`config.mk`:
```
export PLATFORM = sky130hd
export DESIGN_NAME = adc_sample_uart_tx
export DESIGN_NICKNAME = d
export VERILOG_FILES = /design/src/rtl/adc_demo_pkg.sv /design/src/rtl/uart_tx_byte.sv /design/src/rtl/adc_sample_uart_tx.sv
export SDC_FILE = /design/constraint.sdc
export NUM_CORES = 1
export LEC_CHECK = 0
export BUFFER_PORTS_ARGS = -buffer_cell sky130_fd_sc_hd__buf_2
export CORE_ASPECT_RATIO = 1.5
export CORE_MARGIN = 5
export CORE_UTILIZATION = 45
export DETAILED_ROUTE_END_ITERATION = 6
export GPL_ROUTABILITY_DRIVEN = 0
export PLACE_DENSITY = 0.74
export SKIP_LAST_GASP = 1
export SLEW_MARGIN = 10
export SYNTH_ARGS = -nofsm -noshare
export SYNTH_HDL_FRONTEND = slang
export SYNTH_SLANG_ARGS = --single-unit
```
`constraint.sdc`:
```
create_clock -name clk -period 2.74 [get_ports clk]
set_input_delay 0.274 -clock clk [delete_from_list [all_inputs] [get_ports clk]]
set_output_delay 0.274 -clock clk [all_outputs]
set_load 0.005 [all_outputs]
```
`src/rtl/adc_demo_pkg.sv`:
```
// -----------------------------------------------------------------------------
// adc_demo_pkg : shared types, ASCII constants and hex helper for the ADC demo
// Rev 1.0
// -----------------------------------------------------------------------------
`default_nettype none

package adc_demo_pkg;

  typedef enum logic [1:0] {
    ST_IDLE  = 2'd0,
    ST_START = 2'd1,
    ST_DATA  = 2'd2,
    ST_STOP  = 2'd3
  } uart_state_t;

  localparam logic [7:0] ASCII_CR = 8'h0D;
  localparam logic [7:0] ASCII_LF = 8'h0A;

  // Uppercase hex digit: '0'..'9' then 'A'..'F' (0x41 - 10 = 0x37).
  function automatic logic [7:0] hex_ascii(input logic [3:0] n);
    if (n < 4'd10) return 8'h30 + {4'h0, n};
    else           return 8'h37 + {4'h0, n};
  endfunction

endpackage

`default_nettype wire

```
`src/rtl/uart_tx_byte.sv`:
```
// -----------------------------------------------------------------------------
// uart_tx_byte : 8N1 byte serialiser with registered tx and back-to-back start
// Rev 1.0
// -----------------------------------------------------------------------------
`default_nettype none

module uart_tx_byte
  import adc_demo_pkg::*;
#(
  parameter int CLKS_PER_BIT = 104
) (
  input  logic       clk,
  input  logic       rst_n,
  input  logic [7:0] data,
  input  logic       start,
  output logic       tx,
  output logic       done
);

  localparam int BAUD_W = $clog2(CLKS_PER_BIT);

  uart_state_t       r_state;
  uart_state_t       w_state_next;
  logic [BAUD_W-1:0] r_baud;
  logic [BAUD_W-1:0] w_baud_next;
  logic [2:0]        r_bit;
  logic [2:0]        w_bit_next;
  logic [2:0]        w_bit_inc;
  logic [7:0]        r_data;
  logic [7:0]        w_data_next;
  logic              r_tx;
  logic              w_tx_next;
  logic              w_bit_end;
  logic              w_done;

  always_ff @(posedge clk or negedge rst_n) begin
    if (!rst_n) r_state <= ST_IDLE;
    else        r_state <= w_state_next;
  end

  // done fires in the last cycle of a stop bit so a new start can chain with no gap.
  always_comb begin
    w_state_next = r_state;
    w_baud_next  = r_baud;
    w_bit_next   = r_bit;
    w_data_next  = r_data;
    w_tx_next    = r_tx;
    w_done       = 1'b0;
    w_bit_end    = (r_baud == BAUD_W'(CLKS_PER_BIT - 1));
    w_bit_inc    = r_bit + 3'd1;
    case (r_state)
      ST_IDLE: begin
        w_baud_next = '0;
        w_tx_next   = 1'b1;
        if (start) begin
          w_data_next  = data;
          w_tx_next    = 1'b0;
          w_state_next = ST_START;
        end
      end
      ST_START: begin
        if (w_bit_end) begin
          w_baud_next  = '0;
          w_bit_next   = 3'd0;
          w_tx_next    = r_data[0];
          w_state_next = ST_DATA;
        end else begin
          w_baud_next = r_baud + BAUD_W'(1);
        end
      end
      ST_DATA: begin
        if (w_bit_end) begin
          w_baud_next = '0;
          w_bit_next  = w_bit_inc;
          if (r_bit == 3'd7) begin
            w_tx_next    = 1'b1;
            w_state_next = ST_STOP;
          end else begin
            w_tx_next = r_data[w_bit_inc];
          end
        end else begin
          w_baud_next = r_baud + BAUD_W'(1);
        end
      end
      ST_STOP: begin
        if (w_bit_end) begin
          w_baud_next = '0;
          w_done      = 1'b1;
          if (start) begin
            w_data_next  = data;
            w_tx_next    = 1'b0;
            w_state_next = ST_START;
          end else begin
            w_tx_next    = 1'b1;
            w_state_next = ST_IDLE;
          end
        end else begin
          w_baud_next = r_baud + BAUD_W'(1);
        end
      end
      default: begin
        w_tx_next    = 1'b1;
        w_state_next = ST_IDLE;
      end
    endcase
  end

  always_ff @(posedge clk or negedge rst_n) begin
    if (!rst_n) begin
      r_baud <= '0;
      r_bit  <= 3'd0;
      r_data <= 8'h00;
      r_tx   <= 1'b1;
    end else begin
      r_baud <= w_baud_next;
      r_bit  <= w_bit_next;
      r_data <= w_data_next;
      r_tx   <= w_tx_next;
    end
  end

  assign tx   = r_tx;
  assign done = w_done;

endmodule

`default_nettype wire

```
`src/rtl/adc_sample_uart_tx.sv`:
```
// -----------------------------------------------------------------------------
// adc_sample_uart_tx : streams each ADC sample as two hex digits plus CR LF
// Rev 1.0
// -----------------------------------------------------------------------------
`default_nettype none

module adc_sample_uart_tx
  import adc_demo_pkg::*;
#(
  parameter int CLK_HZ       = 12000000,
  parameter int BAUD         = 115200,
  parameter int CLKS_PER_BIT = CLK_HZ / BAUD
) (
  input  logic       clk,
  input  logic       rst_n,
  input  logic [7:0] sample,
  input  logic       sample_valid,
  output logic       sample_ready,
  output logic       tx,
  output logic       busy
);

  logic       r_busy;
  logic [7:0] r_sample;
  logic [1:0] r_char_idx;
  logic       w_accept;
  logic       w_next_char;
  logic       w_start;
  logic       w_done;
  logic [1:0] w_sel;
  logic [7:0] w_src;
  logic [7:0] w_char;

  assign w_accept    = sample_valid && !r_busy;
  assign w_next_char = r_busy && w_done && (r_char_idx != 2'd3);
  assign w_start     = w_accept || w_next_char;

  // On accept the first digit comes straight from the input so tx can fall one edge later.
  always_comb begin
    w_src = r_busy ? r_sample : sample;
    w_sel = r_busy ? (r_char_idx + 2'd1) : 2'd0;
    case (w_sel)
      2'd0:    w_char = hex_ascii(w_src[7:4]);
      2'd1:    w_char = hex_ascii(w_src[3:0]);
      2'd2:    w_char = ASCII_CR;
      default: w_char = ASCII_LF;
    endcase
  end

  always_ff @(posedge clk or negedge rst_n) begin
    if (!rst_n) begin
      r_busy     <= 1'b0;
      r_sample   <= 8'h00;
      r_char_idx <= 2'd0;
    end else if (w_accept) begin
      r_busy     <= 1'b1;
      r_sample   <= sample;
      r_char_idx <= 2'd0;
    end else if (r_busy && w_done) begin
      if (r_char_idx == 2'd3) begin
        r_busy     <= 1'b0;
        r_char_idx <= 2'd0;
      end else begin
        r_char_idx <= r_char_idx + 2'd1;
      end
    end
  end

  uart_tx_byte #(
    .CLKS_PER_BIT(CLKS_PER_BIT)
  ) u_tx (
    .clk  (clk),
    .rst_n(rst_n),
    .data (w_char),
    .start(w_start),
    .tx   (tx),
    .done (w_done)
  );

  assign sample_ready = !r_busy;
  assign busy         = r_busy;

endmodule

`default_nettype wire

```
==> run_results.csv, run 1 <==
group,metric,value,unit
min_path,hold_class,"input pin to async pin",
worst_setup_path,worstSetupEndpointType,"flop",
logic_synthesis,synth_nets,234,
logic_synthesis,yosysTopAreaCellShare,38.3,%
power,peakVddDrop,0.428,mV
worst_setup_path,r2r_slack,0.53,ns
logic_synthesis,synth_edf_count,0,
sta,final-setup-viol-count,0,
global_route,busiest_layer,"met2",
worst_setup_path,crit_type,"flop to flop",
floorplanning,die_h,90.8,µm
finish,diodes,0,
global_route,grt_max_degree,32,
drt,vias,1605,
finish,nFillCells,389,
worst_setup_path,arrival,2.38,ns
run,maxCapViolCount,0,
clock_tree,post_cts_buffers,0,
clock_tree,clkSlewWorstSetupHoldPaths,0.07,ns
outcome,status,"complete, no violations",
floorplanning,rows,29,
sta,slew_violations,0,
global_route,grt_usage,15.3,%
drt,first_pass_iters,4,
floorplanning,dieArea,5800,µm²
finish,regArea,777,µm²
placement,hpwlAfterDp,3.12,mm
sta,tightest_slew,0.689,ns
logic_synthesis,synthFlopType,"dfrtp_1",
placement,port_buffers,13,
sta,fin_crit_sh,80.8,%
global_route,antenna_found_initial,0,
power,total_power,1.02,mW
drt,drt-wirelength-per-cell,15.1,µm
sta,finalHoldViolCount,0,
logic_synthesis,avgSynthCellArea,9.24,µm²
logic_synthesis,ys_ff_latch,31,
floorplanning,core,4210,µm²
clock_tree,root_buffer,"clkbuf_8",
clock_tree,clock-sinks,31,
global_route,grt-ovfl-total,0,
clock_tree,cts_tree,"done",
floorplanning,fp.dieW,63.9,µm
worst_setup_path,crit_fanout,15,
global_route,gr-usage-met1,17.3,%
global_route,grt_util_met3,3.49,%
power,power_density,473,nW/µm²
finish,fin_nets,250,
drt,drt-vias-per-instance,5.84,
logic_synthesis,synth.cell_area,1960,µm²
logic_synthesis,ys_seq_area_share,39.7,%
power,cellLeakagePower,1.05,nW
logic_synthesis,yosys.cell_types.count,43,
logic_synthesis,netlist_top_cells_area,"dfrtp_1, nand2_1, ha_1",
worst_setup_path,r2r_start,"busy$_DFFE_PN0P_",
worst_setup_path,cp-start-kind,"flop",
finish,multi_input_area,1100,µm²
sta,relSlewSlack,54.1,%
clock_tree,numCtsBuffers,5,
floorplanning,initial_core_util,46.6,%
worst_setup_path,crit_start,"busy$_DFFE_PN0P_",
worst_setup_path,regToRegEndpoint,"u_tx.r_data[4]$_DFFE_PN0P_",
finish,syn_to_final_growth,9.58,%
logic_synthesis,yosys.area.top_type,"dfrtp_1",
drt,drt_wl_total,4.16,mm
sta,rsz0062_at_grt,"no",
logic_synthesis,synth_cells,212,
drt,ant_nets,0,
floorplanning,pin_count,14,
global_route,grt_pass1_wl,7.02,mm
logic_synthesis,synth_top_cells_by_count,"nand2_1, dfrtp_1, nor2_1",
drt,drc,0,
clock_tree,hold_buffers,0,
finish,layout-drive-gt1-share,15.7,%
sta,clock_skew,0.00477,ns
logic_synthesis,yosysMostFrequentCell,"nand2_1",
sta,min_period,2.21,ns
clock_tree,clk-insertion-delay-late,0.28,ns
worst_setup_path,critPathRequiredTime,2.91,ns
worst_setup_path,r2r_cells,6,
drt,drt_iter0_drc,57,
clock_tree,cts_resized,0,
clock_tree,cts_buffer_depth,2,
logic_synthesis,yosysWarnings,0,
clock_tree,htreeDepth,2,
global_route,grt_pass1_vias,1533,
sta,max_freq,452,MHz
global_route,grt_use_met2,25.6,%
sta,setup_tns,0,ns
logic_synthesis,synth-async-reset-ratio,100,%
-- metrics by stage --
step	instances	hold WS, ns	worst slack [ns]	util (%)	cell area, µm²
after CTS	275	0.0499	0.525	51.0	2150
after floorplan	212	-0.0216	0.782	-	1960
after global routing	275	0.0795	0.411	51.0	2150
final	275	0.0265	0.526	51.0	2150
after detailed placement	267	0.360	0.538	49.0	2060
after global placement	267	0.362	0.529	49.0	2060
-- final cells by class --
class,count,share of cell area [%]
Clock buffer,5,3.21
Inverter,10,1.75
Tap cell,46,2.68
Multi-Input combinational cell,164,51.4
Sequential cell,31,36.2
Clock inverter,3,0.699
Timing Repair Buffer,16,4.08
-- worst max-delay path by stage --
stage / endpoint / depth (start not counted)
detailed placement: u_tx.r_data[4]$_DFFE_PN0P_ / 6
finish: u_tx.r_data[4]$_DFFE_PN0P_ / 6
global placement: u_tx.r_data[4]$_DFFE_PN0P_ / 6
global route: u_tx.r_data[0]$_DFFE_PN0P_ / 6
CTS: u_tx.r_data[4]$_DFFE_PN0P_ / 6
floorplan: u_tx.tx$_DFFE_PN1P_ / 6
-- cell usage in the layout, fill, tap and decap left out, types with 2 or more instances in the layout --
cell type	count
xnor2_1	3
dfrtp_1	30
buf_4	3
nor3_1	5
xor2_1	3
inv_1	10
clkbuf_8	5
o211ai_1	3
nor2b_1	5
a31oi_1	4
o21ai_0	9
nand2_1	41
o21ai_1	3
mux2i_1	8
ha_1	11
nor2_1	17
clkinv_2	3
buf_2	13
a22oi_1	3
mux2_2	7
a21oi_1	6
mux2_1	3
a22o_1	5
a211oi_1	3
nand3_1	4
o22ai_1	2
and3_1	4
-- flip-flops by register name, summed over array words and instances (netlist names) --
| name | cells |
|---|---|
| r_sample | 8 |
| u_tx.r_baud | 7 |
| u_tx.r_data | 7 |
| u_tx.r_bit | 3 |
| r_char_idx | 2 |
| u_tx.r_state | 2 |
| busy | 1 |
| u_tx.tx | 1 |
-- where the power goes --
group | switching [mW] | internal [mW]
clock network | 0.177 | 0.174
logic | 0.0978 | 0.0654
registers | 0.0217 | 0.480
total | 0.297 | 0.719
-- critical path: stages (launching register included) --
cell	delay, ns
dfrtp_1	0.57
buf_4	0.28
inv_1	0.16
nand2_1	0.27
o32ai_2	0.27
buf_4	0.21
mux2_2	0.34
-- layer usage --
metal | up-vias | part of all wire, %
li1 | 784 | -
met1 | 767 | 39
met2 | 37 | 53
met3 | 17 | 3.5
met4 | 0 | 3.9
met5 | - | 0
-- cell families (layout without fill, tap and decap cells) --
kind of cell | count (synthesis) | after routing | synth area share, %
simple gates | 81 | 81 | 18.8
xor+xnor | 6 | 6 | 2.68
fa+ha+maj | 11 | 11 | 7.02
mux | 20 | 20 | 11.7
buf+inv | 17 | 34 | 4.02
compound gates | 46 | 46 | 16.1
flops | 31 | 31 | 39.7
Note: power is estimated with default switching activity, not from simulation.
==> run 2: changes to the inputs <==
Settings changed: ABC_AREA set to 1.
Clock period 2.74 ns to 2.3 ns, I/O delays scaled along.
==> run 2 against run 1 <==
The flow now finishes with violations (negative hold slack); final cell count rose by 28%; sequential share of layout area fell by 1.1 points; critical endpoint is now u_tx.r_data[2]$_DFFE_PN0P_; critical path depth rose by 7; worst setup slack got worse by 0.059 ns; cell area rose by 3.2%; fmax rose by 21%; highest routed layer unchanged; synthesized cell count rose by 35%; combinational power rose to 3.9 times the previous value; die area rose by 3.4%.
==> run_results.csv, run 2 <==
group,metric,value,unit
drt,drt-vias-per-instance,5.04,
outcome,status,"complete, but fails checks",
floorplanning,initial_core_util,45.6,%
finish,reg.largest.list,"r_sample: 8 flops, u_tx.r_baud: 7 flops, u_tx.r_data: 7 flops",
logic_synthesis,ys_ff_latch,31,
power,p_clk_share,23.7,%
worst_setup_path,r2r_cells,13,
logic_synthesis,yosysWarnings,0,
finish,final_core_util,49.6,%
sta,clock_skew,0.00301,ns
clock_tree,cts_buffer_depth,2,
placement,hpwlAfterDp,3.27,mm
outcome,violations,"negative hold slack",
min_path,hold_class,"input pin to async pin",
floorplanning,fp.dieW,64.9,µm
clock_tree,hold_buffers,0,
sta,final-setup-viol-count,0,
clock_tree,clock-sinks,31,
drt,drt-wirelength-per-cell,11.7,µm
sta,tightest_slew,0.688,ns
global_route,antenna_found_initial,0,
sta,max_freq,545,MHz
worst_setup_path,critPathRequiredTime,2.52,ns
logic_synthesis,synth_top_cells_by_count,"nand2_1, inv_1, dfrtp_1",
power,peakVddDrop,0.483,mV
sta,fin_crit_sh,79.7,%
clock_tree,cts_resized,0,
logic_synthesis,yosys.area.top_type,"dfrtp_1",
worst_setup_path,regToRegEndpoint,"u_tx.r_data[2]$_DFFE_PN0P_",
logic_synthesis,synth-async-reset-ratio,100,%
drt,vias,1779,
floorplanning,dieArea,6000,µm²
drt,drt_wl_total,4.11,mm
sta,finalHoldViolCount,27,
worst_setup_path,r2r_start,"busy$_DFFE_PN0P_",
global_route,grt_usage,15.9,%
power,cellLeakagePower,1.20,nW
sta,relSlewSlack,54.1,%
logic_synthesis,ys_seq_area_share,38.1,%
logic_synthesis,synth_nets,308,
floorplanning,die_h,92.4,µm
global_route,grt-ovfl-total,0,
worst_setup_path,crit_fanout,17,
logic_synthesis,yosysTopAreaCellShare,36.9,%
finish,fin_area,2220,µm²
logic_synthesis,avgSynthCellArea,7.12,µm²
power,power_density,795,nW/µm²
finish,final_common_cell,"nand2_1",
floorplanning,rows,30,
finish,layout-drive-gt1-share,15.1,%
global_route,grt_pass1_vias,1755,
run,maxCapViolCount,0,
sta,min_period,1.83,ns
finish,regArea,777,µm²
clock_tree,cts_tree,"done",
logic_synthesis,synthFlopType,"dfrtp_1",
clock_tree,root_buffer,"clkbuf_8",
power,sw_frac_of_total,38.1,%
worst_setup_path,worstSetupEndpointType,"flop",
finish,nFillCells,448,
sta,slew_violations,0,
logic_synthesis,synth_edf_count,0,
sta,setup_tns,0,ns
worst_setup_path,arrival,2.06,ns
power,seqPwrFrac,40.5,%
logic_synthesis,synth_cells,286,
sta,rsz0062_at_grt,"no",
sta,hold_ws,-0.0153,ns
drt,drt_iter0_drc,39,
clock_tree,htreeDepth,2,
worst_setup_path,crit_type,"flop to flop",
power,p_comb_share,35.8,%
worst_setup_path,cp-start-kind,"flop",
clock_tree,numCtsBuffers,5,
floorplanning,pin_count,14,
drt,first_pass_iters,4,
drt,ant_nets,0,
finish,diodes,0,
finish,fin_nets,326,
placement,port_buffers,13,
worst_setup_path,r2r_slack,0.47,ns
logic_synthesis,yosysMostFrequentCell,"nand2_1",
finish,regMostFlops,"r_sample",
clock_tree,clk-insertion-delay-late,0.28,ns
clock_tree,post_cts_buffers,0,
logic_synthesis,synth.cell_area,2040,µm²
drt,drc,0,
power,p_int,1.09,mW
placement,placed_area,2130,µm²
finish,multi_input_area,1050,µm²
global_route,grt_pass1_wl,7.44,mm
power,switching_power,0.672,mW
floorplanning,core,4470,µm²
logic_synthesis,yosys.cell_types.count,30,
global_route,grt_max_degree,32,
logic_synthesis,netlist_top_cells_area,"dfrtp_1, nand2_1, inv_1",
finish,largest_reg_flops,8,
finish,syn_to_final_growth,8.78,%
clock_tree,clkSlewWorstSetupHoldPaths,0.06,ns
finish,final_cell_mix,"nand2_1, inv_1, dfrtp_1",
==> run 2: changes by cell type in the layout (fill, tap and decap cells not counted), moves of 8 or more <==
cell / before / now
nand2_2: 0 / 8
nand2_1: 41 / 95
nand3_1: 4 / 25
inv_1: 10 / 39
mux2i_1: 8 / 0
o21ai_0: 9 / 19
==> run 2: power by group through the flow <==
stage          Combinational [mW]  Sequential [mW]  Clock (mW)
2_1_floorplan               0.503            0.708           0
3_3_place_gp                0.621            0.721           0
3_5_place_dp                0.637            0.724           0
4_1_cts                     0.642            0.714       0.432
5_1_grt                     0.748            0.731       0.453
6_report                    0.631            0.713       0.418
==> run 2: critical path, cell delays in order, from the launching register on <==
cell and delay, ns:
dfrtp_1 0.67, inv_2 0.19, nand2_2 0.12, nand2_4 0.06
ha_1 0.21, inv_1 0.05, nand3_1 0.08, nand2_1 0.06
nand3_1 0.06, nand2_1 0.07, nand2_1 0.05, nand3_1 0.06
nand2_1 0.05, nand2_1 0.05
==> run 2: layout make-up <==
type / instances / share of cell area [%]
clock buffers: 7 / 3.44
clock inverters: 1 / 0.226
inverters: 43 / 7.34
multi-input cells: 208 / 47.6
flip-flops and latches: 31 / 35.1
well taps: 48 / 2.71
repair buffers: 15 / 3.61
==> run 2: metrics by stage <==
stage          worst slack (ns)  power, mW  std cells  hold WS, ns
4_1_cts                   0.467       1.79        353       0.0167
5_1_grt                   0.261       1.93        353       0.0518
3_5_place_dp              0.483       1.36        345        0.322
6_report                  0.467       1.76        353      -0.0153
3_3_place_gp              0.551       1.34        345        0.319
2_1_floorplan             0.663       1.21        286      -0.0656
==> run 2: how the worst max path moves through the flow <==
stage	end	from	slack, ns
final	u_tx.r_data[2]$_DFFE_PN0P_	busy$_DFFE_PN0P_	0.47
after global routing	u_tx.r_data[2]$_DFFE_PN0P_	busy$_DFFE_PN0P_	0.26
after CTS	u_tx.r_data[2]$_DFFE_PN0P_	busy$_DFFE_PN0P_	0.47
after detailed placement	u_tx.r_data[2]$_DFFE_PN0P_	busy$_DFFE_PN0P_	0.48
after global placement	u_tx.r_data[2]$_DFFE_PN0P_	busy$_DFFE_PN0P_	0.55
after floorplan	u_tx.r_data[2]$_DFFE_PN0P_	busy$_DFFE_PN0P_	0.66
==> run 2: cell families (layout without fill, tap and decap cells) <==
kind of cell / count (synthesis) / count (layout) / synth area share, %
AOI/OAI and AO/OA: 39 / 39 / 10.7
and+or+nand+nor: 157 / 157 / 33.7
DFF: 31 / 31 / 38.1
muxes: 1 / 1 / 0.553
adders and majority gates: 11 / 11 / 6.76
buffers and inverters: 47 / 66 / 10.1
==> run 2: per-layer routing <==
layer | vias to the layer above | wire length (µm) | GRT usage, %
li1 | 939 | - | -
met1 | 792 | 1610 | 16.3
met2 | 30 | 2200 | 27.9
met3 | 18 | 117 | 3.40
met4 | 0 | 194 | 11.1
met5 | - | 0 | 0
==> run 3: changes to the inputs <==
Settings changed: PLACE_DENSITY 0.74 to 0.77.
Clock period 2.3 ns to 1.6 ns, I/O delays scaled along.
==> run 3 against run 2 <==
The run ends with negative setup slack left; clock power increased by 56%; final cell count increased by 6.8%; fmax increased by 14%; total power increased by 62%; wire length increased by 8.9%; largest cell class unchanged; largest power group is now combinational cells; highest routed layer unchanged.
==> run_results.csv, run 3 (synthesized netlist as in run 2, its figures left out) <==
group,metric,value,unit
placement,hpwlAfterDp,3.31,mm
global_route,grt_pass1_wl,7.98,mm
worst_setup_path,slowest_stage,"dfrtp_2",
worst_setup_path,r2r_slack,-0.002,ns
finish,final_common_cell,"nand2_1",
drt,drt_iter0_drc,57,
finish,nFillCells,419,
min_path,hold_class,"input pin to flop",
worst_setup_path,cp_top_family,"simple AND/OR/NAND/NOR gates",
worst_setup_path,cp_cell_sequence,"buf_12 -> o21ai_4 -> inv_2 -> ha_4 -> nand3_1 -> nand2_1 -> nand3_1 -> nand2_1 -> nand2_1 -> nand3_2 -> nand2_1 -> nand2_1",
finish,layout-drive-gt1-share,29.8,%
sta,slew_violations,0,
finish,fin_area,2550,µm²
worst_setup_path,r2r_cells,12,
worst_setup_path,worstSetupEndpointType,"flop",
worst_setup_path,cpPeakStageDelay,0.47,ns
power,power_density,1120,nW/µm²
floorplanning,initial_core_util,45.6,%
floorplanning,core,4470,µm²
drt,drt-wirelength-per-cell,11.9,µm
clock_tree,cts_buffer_depth,2,
drt,drc,0,
outcome,violations,"negative setup slack",
finish,syn_to_final_growth,25.4,%
drt,vias,1919,
finish,diodes,0,
drt,drt-vias-per-instance,5.09,
min_path,whs_path_depth,2,
sta,tightest_slew,0.285,ns
min_path,hold_end,"r_sample[3]$_DFFE_PN0P_",
global_route,grt_usage,16.6,%
drt,ant_nets,0,
sta,hold_ws,0.129,ns
floorplanning,pin_count,14,
sta,min_period,1.60,ns
sta,finalHoldViolCount,0,
placement,port_buffers,13,
worst_setup_path,regToRegEndpoint,"u_tx.r_data[2]$_DFFE_PN0P_",
clock_tree,htreeDepth,2,
outcome,status,"complete, but fails checks",
finish,regMostFlops,"r_sample",
floorplanning,fp.dieW,64.9,µm
sta,clock_skew,0.0116,ns
placement,placed_area,2270,µm²
finish,final_cell_mix,"nand2_1, inv_1, dfrtp_1",
clock_tree,root_buffer,"clkbuf_8",
clock_tree,clkSlewWorstSetupHoldPaths,0.07,ns
worst_setup_path,crit_type,"flop to flop",
drt,drt_wl_total,4.48,mm
worst_setup_path,r2r_start,"busy$_DFFE_PN0P_",
clock_tree,clock-sinks,31,
worst_setup_path,cp-start-kind,"flop",
power,peakVddDrop,0.635,mV
worst_setup_path,cpMostUsedCell,"nand2_1",
clock_tree,numCtsBuffers,5,
clock_tree,clk-insertion-delay-late,0.29,ns
global_route,grt-ovfl-total,0,
finish,largest_reg_flops,8,
finish,reg.largest.list,"r_sample: 8 flops, u_tx.r_baud: 7 flops, u_tx.r_data: 7 flops",
worst_setup_path,arrival,1.78,ns
floorplanning,dieArea,6000,µm²
sta,timing.final.ws_setup,-0.00221,ns
worst_setup_path,crit_fanout,6,
global_route,antenna_found_initial,0,
global_route,grt_max_degree,15,
worst_setup_path,path_buf_inv,2,
sta,fin_crit_sh,100,%
finish,fin_nets,350,
finish,final_core_util,57.2,%
sta,max_freq,624,MHz
sta,rsz0062_at_grt,"yes",
power,cellLeakagePower,1.34,nW
clock_tree,cts_tree,"done",
drt,first_pass_iters,4,
global_route,grt_pass1_vias,1929,
run,maxCapViolCount,0,
sta,relSlewSlack,81.0,%
floorplanning,die_h,92.4,µm
floorplanning,rows,30,
worst_setup_path,critPathRequiredTime,1.78,ns
sta,final-setup-viol-count,1,
min_path,min_from,"sample[3]",
run 3: cell count changes in the layout (fill, tap and decap cells not counted), moves of 4 or more:
cell,before,now
ha_1,11,5
nand3_1,25,20
nand2_2,8,13
ha_2,0,4
inv_1,39,32
buf_4,2,22
inv_2,3,10
nand2_1,95,89
nand3_2,0,5
run 3: worst max-delay path by stage:
stage / from / to / cells after the start
global placement: busy$_DFFE_PN0P_ / u_tx.r_data[2]$_DFFE_PN0P_ / 13
global route: busy$_DFFE_PN0P_ / u_tx.r_data[4]$_DFFE_PN0P_ / 11
floorplan: u_tx.r_state[0]$_DFFE_PN0P_ / u_tx.r_state[0]$_DFFE_PN0P_ / 9
CTS: busy$_DFFE_PN0P_ / u_tx.r_data[6]$_DFFE_PN0P_ / 11
detailed placement: busy$_DFFE_PN0P_ / u_tx.r_data[2]$_DFFE_PN0P_ / 12
finish: busy$_DFFE_PN0P_ / u_tx.r_data[2]$_DFFE_PN0P_ / 12
run 3: layout make-up:
type	instances	area (µm²)	share of cell area [%]
clock buffers	7	86.3	3.38
clock inverters	1	5.00	0.196
well taps	48	60.1	2.35
multi-input cells	208	1170	45.8
repair buffers	39	292	11.4
inverters	43	164	6.42
flip-flops and latches	31	778	30.5
run 3: report_power, final:
| part | switching [mW] | internal (mW) | total [mW] |
|---|---|---|---|
| logic | 0.680 | 0.510 | 1.19 |
| registers | 0.0860 | 0.924 | 1.01 |
| clock network | 0.306 | 0.347 | 0.652 |
run 3: metrics by stage:
step / setup WS, ns / cells / total power [mW] / TNS (ns)
detailed placement: -0.0338 / 359 / 2.08 / -0.0373
CTS: -0.00635 / 371 / 2.75 / -0.0148
global route: -0.109 / 377 / 3.08 / -0.479
floorplan: 0.00235 / 286 / 1.74 / 0
finish: -0.00221 / 377 / 2.85 / -0.00221
global placement: -0.00175 / 359 / 2.05 / -0.00175
run 3: layer usage:
| metal | track usage, % | wire, µm | up-vias |
|---|---|---|---|
| met5 | 0 | 0 | - |
| met4 | 9.17 | 131 | 0 |
| met3 | 2.43 | 119 | 12 |
| met2 | 30.2 | 2460 | 33 |
| met1 | 17.9 | 1760 | 884 |
| li1 | - | - | 990 |
run 3: repair_timing:
action | 4_1_cts | 5_1_grt
endpoints found under the setup margin | 3 | 13
hold buffers | 1 | 0
endpoints found under the hold margin | 10 | 0
pin swaps | 1 | 16
buffers inserted | 3 | 6
resized for setup | 6 | 31
